--- src/rtl/key_loader_pkg.sv ---
// key_loader_pkg: shared state encoding and constants for the key loader
package key_loader_pkg;
  typedef enum logic [1:0] {IDLE, SHIFT, CHECK, LOCKOUT} kl_state_t;
  localparam int KL_PARITY_BITS = 1;
endpackage

--- src/rtl/key_loader_if.sv ---
// key_loader_if: serial key stream in, parallel key bus and status out
// master drives load_start/sdata/svalid; slave (the loader) drives sready,
// key_out, key_valid, busy, err, locked.
interface key_loader_if #(parameter int KEY_W = 4);
  logic load_start;
  logic sdata;
  logic svalid;
  logic sready;
  logic [KEY_W-1:0] key_out;
  logic key_valid;
  logic busy;
  logic err;
  logic locked;
  modport master (output load_start, sdata, svalid, input sready, key_out, key_valid, busy, err, locked);
  modport slave (input load_start, sdata, svalid, output sready, key_out, key_valid, busy, err, locked);
endinterface

--- src/rtl/key_shift_reg.sv ---
// key_shift_reg: LSB-first shadow register with running even-parity accumulator
// ports: clk, rst_n, en (shift one bit), din (bit in), clr (start of load),
// shadow (received key bits), parity_ok (key bits plus parity bit XOR to 0).
module key_shift_reg
  import key_loader_pkg::*;
#(
  parameter int KEY_W = 4
) (
  input  logic             clk,
  input  logic             rst_n,
  input  logic             en,
  input  logic             din,
  input  logic             clr,
  output logic [KEY_W-1:0] shadow,
  output logic             parity_ok
);
  localparam int SW = KEY_W + KL_PARITY_BITS;
  // Right shift: after KEY_W+1 bits, bit 0 sits at sr[0] and parity at the top.
  logic [SW-1:0] sr;
  logic par;
  always_ff @(posedge clk or negedge rst_n) begin
    if (!rst_n) begin
      sr <= '0;
      par <= 1'b0;
    end else if (clr) begin
      sr <= '0;
      par <= 1'b0;
    end else if (en) begin
      sr <= {din, sr[SW-1:1]};
      par <= par ^ din;
    end
  end
  assign shadow = sr[KEY_W-1:0];
  assign parity_ok = !par;
endmodule

--- src/rtl/key_loader.sv ---
// key_loader: serial key load with even-parity check onto a parallel key bus
// ports: clk, rst_n (async, active-low), bus (key_loader_if.slave).
// Optional lockout after MAX_FAIL parity failures: define KEY_LOADER_LOCKOUT_EN.
module key_loader
  import key_loader_pkg::*;
#(
  parameter int KEY_W    = 4,
  parameter int MAX_FAIL = 3
) (
  input  logic clk,
  input  logic rst_n,
  key_loader_if.slave bus
);
  localparam int CW = $clog2(KEY_W + 2);
  kl_state_t state;
  logic [CW-1:0] bit_cnt;
  logic [KEY_W-1:0] shadow;
  logic parity_ok, accept, start;
  // The check verdict is registered in CHECK and applied on the next edge.
  logic chk_pass, chk_fail;
`ifdef KEY_LOADER_LOCKOUT_EN
  localparam int FW = $clog2(MAX_FAIL + 1);
  logic [FW-1:0] fail_cnt;
`else
  assign bus.locked = 1'b0;
`endif
  assign bus.sready = state == SHIFT;
  assign accept = bus.sready && bus.svalid;
  assign start = state == IDLE && bus.load_start;
  key_shift_reg #(.KEY_W(KEY_W)) u_shift (
    .clk(clk),
    .rst_n(rst_n),
    .en(accept),
    .din(bus.sdata),
    .clr(start),
    .shadow(shadow),
    .parity_ok(parity_ok)
  );
  always_ff @(posedge clk or negedge rst_n) begin
    if (!rst_n) begin
      state <= IDLE;
      bit_cnt <= '0;
      chk_pass <= 1'b0;
      chk_fail <= 1'b0;
      bus.key_out <= '0;
      bus.key_valid <= 1'b0;
      bus.busy <= 1'b0;
      bus.err <= 1'b0;
`ifdef KEY_LOADER_LOCKOUT_EN
      fail_cnt <= '0;
      bus.locked <= 1'b0;
`endif
    end else begin
      chk_pass <= 1'b0;
      chk_fail <= 1'b0;
      bus.err <= chk_fail;
      if (chk_pass) begin
        bus.key_out <= shadow;
        bus.key_valid <= 1'b1;
      end
      case (state)
        IDLE: begin
          bit_cnt <= '0;
          if (bus.load_start) begin
            state <= SHIFT;
            bus.busy <= 1'b1;
            bus.key_valid <= 1'b0;
          end
        end
        SHIFT: begin
          if (bus.svalid) begin
            bit_cnt <= bit_cnt + 1'b1;
            if (bit_cnt == CW'(KEY_W)) state <= CHECK;
          end
        end
        CHECK: begin
          chk_pass <= parity_ok;
          chk_fail <= !parity_ok;
          state <= IDLE;
          bus.busy <= 1'b0;
`ifdef KEY_LOADER_LOCKOUT_EN
          if (parity_ok) fail_cnt <= '0;
          else begin
            fail_cnt <= fail_cnt == FW'(MAX_FAIL) ? fail_cnt : fail_cnt + 1'b1;
            if (fail_cnt == FW'(MAX_FAIL - 1)) begin
              state <= LOCKOUT;
              bus.locked <= 1'b1;
              bus.key_out <= '0;
              bus.key_valid <= 1'b0;
            end
          end
`endif
        end
`ifdef KEY_LOADER_LOCKOUT_EN
        LOCKOUT: begin
          bus.key_out <= '0;
          bus.key_valid <= 1'b0;
        end
`endif
        default: state <= IDLE;
      endcase
    end
  end
endmodule

--- src/flat_wrapper.sv ---
// flat-port wrapper written by rule: the top's interface ports become plain ports
module key_loader_flat import key_loader_pkg::*;
#(
  parameter int KEY_W    = 4,
  parameter int MAX_FAIL = 3
)
  (clk, rst_n, bus_load_start, bus_sdata, bus_svalid, bus_sready, bus_key_out, bus_key_valid, bus_busy, bus_err, bus_locked);
  key_loader_if #(.KEY_W(KEY_W)) bus_i ();
  input  logic clk;
  input  logic rst_n;
  input wire logic [$bits(bus_i.load_start)-1:0] bus_load_start;
  input wire logic [$bits(bus_i.sdata)-1:0] bus_sdata;
  input wire logic [$bits(bus_i.svalid)-1:0] bus_svalid;
  output wire logic [$bits(bus_i.sready)-1:0] bus_sready;
  output wire logic [$bits(bus_i.key_out)-1:0] bus_key_out;
  output wire logic [$bits(bus_i.key_valid)-1:0] bus_key_valid;
  output wire logic [$bits(bus_i.busy)-1:0] bus_busy;
  output wire logic [$bits(bus_i.err)-1:0] bus_err;
  output wire logic [$bits(bus_i.locked)-1:0] bus_locked;
  assign bus_i.load_start = bus_load_start;
  assign bus_i.sdata = bus_sdata;
  assign bus_i.svalid = bus_svalid;
  assign bus_sready = bus_i.sready;
  assign bus_key_out = bus_i.key_out;
  assign bus_key_valid = bus_i.key_valid;
  assign bus_busy = bus_i.busy;
  assign bus_err = bus_i.err;
  assign bus_locked = bus_i.locked;
  key_loader #(.KEY_W(KEY_W), .MAX_FAIL(MAX_FAIL)) u_core (.clk(clk), .rst_n(rst_n), .bus(bus_i));
endmodule
--- config.mk ---
export PLATFORM = sky130hd
export DESIGN_NAME = key_loader_flat
export DESIGN_NICKNAME = d
export VERILOG_FILES = /design/src/rtl/key_loader_pkg.sv /design/src/rtl/key_loader_if.sv /design/src/rtl/key_shift_reg.sv /design/src/rtl/key_loader.sv /design/src/flat_wrapper.sv
export SDC_FILE = /design/constraint.sdc
export NUM_CORES = 1
export LEC_CHECK = 0
export CORE_AREA = 2 2 44 46
export DETAILED_ROUTE_END_ITERATION = 16
export DIE_AREA = 0 0 46 48
export GPL_ROUTABILITY_DRIVEN = 0
export PLACE_DENSITY_LB_ADDON = 0.12
export SLEW_MARGIN = 10
export SYNTH_ARGS = -nofsm -noshare
export SYNTH_HDL_FRONTEND = slang
export SYNTH_SLANG_ARGS = --single-unit
--- constraint.sdc ---
create_clock -name clk -period 2.5 [get_ports clk]
set_input_delay 0.375 -clock clk [delete_from_list [all_inputs] [get_ports clk]]
set_output_delay 0.375 -clock clk [all_outputs]
set_load 0.02 [all_outputs]
==> metrics <==
antenna-violating nets left=0; crit path from=u_core.state[0]; PnR worst setup slack=approximately 0.30 ns; vias per cell=5.510; Initial Util=51.19%; peak per-stage delay on the critical path=0.62 ns; switching pwr=377.7 uW; P_leak=0.0004996 uW; CTS Hold Bufs=0; post-synthesis xor/xnor area fraction=0%; post-synthesis mux area share=7.525%; syn_nets=between 70 and 80; CTS tree=built; num rows=15; r2r endpoint=u_core.u_shift.sr[1]; initial antenna violation count=0; final setup fails=0; Fin Setup TNS=0 ns; drt wl/cell=13.48 um; CP endpoint=bus_sready; IO buf count=12; Synth Area in Simple Gates=approximately 9.8%; largest net degree at the start of global routing=21; Sw Ratio=35.72%; # IOs=14; reg2reg setup slack=1.23 ns; Pint=679.7 uW; Startpoint Class=flip-flop; Setup CP Type=flip-flop to primary output; H-tree Lvls=1; WP data arrival=1.82 ns; Cells after Synth=between 70 and 80; Total GRT Usage=15.16%; die area=0.002208 mm2; vias in the first global route=524; crit share post-route=approximately 88%; Comb power frac=35.3%; Clk pin slew, worst setup/hold paths=approximately 0.10 ns; Tmin final=2.197 ns; pre-CTS WS=0.6344 ns; r2r worst-path depth=2; n_diodes=0; vias post-DR=562; first-pass GRT wire length=around 2300 um; total clock buffers created by CTS=3; Post-CTS Resized=0; register bit total from synthesis=20; status=completed; Post-Syn Area per Cell=12.01 um2; DP Cell Count=99; Hold Crit Class=flip-flop to flip-flop; Yosys cell types=24; most common cell after layout, fill and taps aside=dfrtp_1; Overall Power=1057 uW; clock sinks=20; clock network power share=roughly 14%; grt total ovfl=0; final hold vios=0; root buffer cell=clkbuf_4; Post-synth ARST share=100.0%; Synth-to-Final Area Change=17.80%; initial DRC count=7; # nets final=94; RSZ-0062 raised after global routing=false; core area=0.001689 mm2; Post-CTS Setup Bufs=0; skew final=roughly 0.0033 ns; Max Cap Viol=0; Pwr per Cell Area=1038 mW/mm2; detailed placement HPWL=962.2 um; CP max stage cell=clkdlybuf4s50_1; Compound-Gate Fraction of Synth Area=17.22%; Post-Synth Adder-Cell Area=2.894%; Non-Filler Instances=102; Sequential Power Share=50.7%; total wire length=1375 um; number of synthesized flops with an enable pin=0; share of layout cells above drive strength 1=between 10% and 20%; Worst R2R Start=u_core.state[0]; post-synthesis cell area=slightly below 900 um2; drt first pass iters=4; worst-path maximum fanout=13; fin. max-slew vios=0; ys flop type=dfrtp_1; Seq/Total Area, Yosys=roughly 58%; main combinational cell family by area after synthesis=compound AO/OA/AOI/OAI gates; Max Root-Sink Buffers=2; crit-path cells=inv_1 -> nor2_1 -> clkdlybuf4s50_1; Die Ht=48 um; most frequent cells in the layout=dfrtp_1 (20), clkdlybuf4s50_1 (12), a22o_1 (9), nand2_1 (6), o21ai_0 (5); fmax=455.2 MHz; clock latency on the worst-skew pair=~0.3 ns; Post-route DRC=0; CP endpoint kind=primary output; Max VDD drop=699.7 uV; Die Wd=between 40 and 50 um; Crit path required time=2.12 ns; YS warnings=0
==> cells in the mapped netlist, types with 2 or more instances <==
master   instances  share of area (%)
a22o_1           9                9.1
ha_1             2                2.9
nand2_1          6                2.6
buf_2            2                1.2
nor2_1           3                1.3
mux2i_1          2                2.3
inv_1            4                1.7
o21ai_0          5                2.9
mux2_2           4                5.2
dfrtp_1         20                 58
a21oi_1          2                1.2
==> area by class of cell <==
cell class | instances | area [um2]
fill | 150 | 670.6
sequential | 20 | 500.5
multi-input combinational | 44 | 327.8
timing repair buffer | 13 | 127.6
clock buffer | 3 | 22.52
tap | 17 | 21.27
inverter | 5 | 18.77
==> power groups by stage <==
stage | Sequential [uW] | Combinational, uW | Clock [uW]
global route | 556 | 423 | 169
finish | 536 | 374 | 148
CTS | 537 | 380 | 153
detailed placement | 543 | 376 | 0
global placement | 539 | 373 | 0
floorplan | 538 | 236 | 0
==> logic make-up (layout without fill, tap and decap cells) <==
| kind of cell | Yosys count | count (layout) |
|---|---|---|
| fa+ha+maj | 2 | 2 |
| simple gates | 15 | 15 |
| mux | 6 | 6 |
| flops | 20 | 20 |
| buf+inv | 8 | 21 |
| other cells | 1 | 1 |
| compound gates | 20 | 20 |
==> worst min-delay path by stage <==
stage | startpoint | end | slack (ns) | cells past startpoint
2_1_floorplan | rst_n | u_core.bit_cnt[0] | 0.08 | 0
3_3_place_gp | u_core.chk_fail | u_core.bus.err | 0.33 | 0
3_5_place_dp | u_core.chk_fail | u_core.bus.err | 0.34 | 0
4_1_cts | u_core.chk_fail | u_core.bus.err | 0.36 | 0
5_1_grt | u_core.chk_fail | u_core.bus.err | 0.38 | 0
6_report | u_core.chk_fail | u_core.bus.err | 0.36 | 0
==> worst max-delay path: cells and delay by family (launching register included) <==
family                 cells  cell delay, ns
buffers and inverters      2            0.79
DFF                        1            0.58
and+or+nand+nor            1            0.15
==> sequential cells by signal, summed over array words and instances (netlist names) <==
| register | flops |
|---|---|
| u_core.u_shift.sr | 5 |
| u_core.bus.key_out | 4 |
| u_core.bit_cnt | 3 |
| u_core.state | 2 |
| u_core.bus.busy | 1 |
| u_core.bus.err | 1 |
| u_core.bus.key_valid | 1 |
| u_core.chk_fail | 1 |
| u_core.chk_pass | 1 |
| u_core.u_shift.par | 1 |
==> stage by stage <==
stage / hold slack [ns] / util, % / cell area [um2]
global route: 0.3809 / 60.30 / 1018
CTS: 0.3611 / 60.30 / 1018
finish: 0.3593 / 60.30 / 1018
floorplan: 0.07941 / - / 864.6
global placement: 0.3332 / 58.96 / 996.0
detailed placement: 0.3373 / 58.96 / 996.0
==> metal layers <==
metal  part of all wire, %  vias up  track usage [%]
met1                    50      264            21.43
met5                     0        -                0
met2                    45       11            21.39
li1                      -      283                -
met3                   2.6        4            3.396
met4                   1.5        0            8.571
Note: power is estimated with default switching activity, not from simulation.
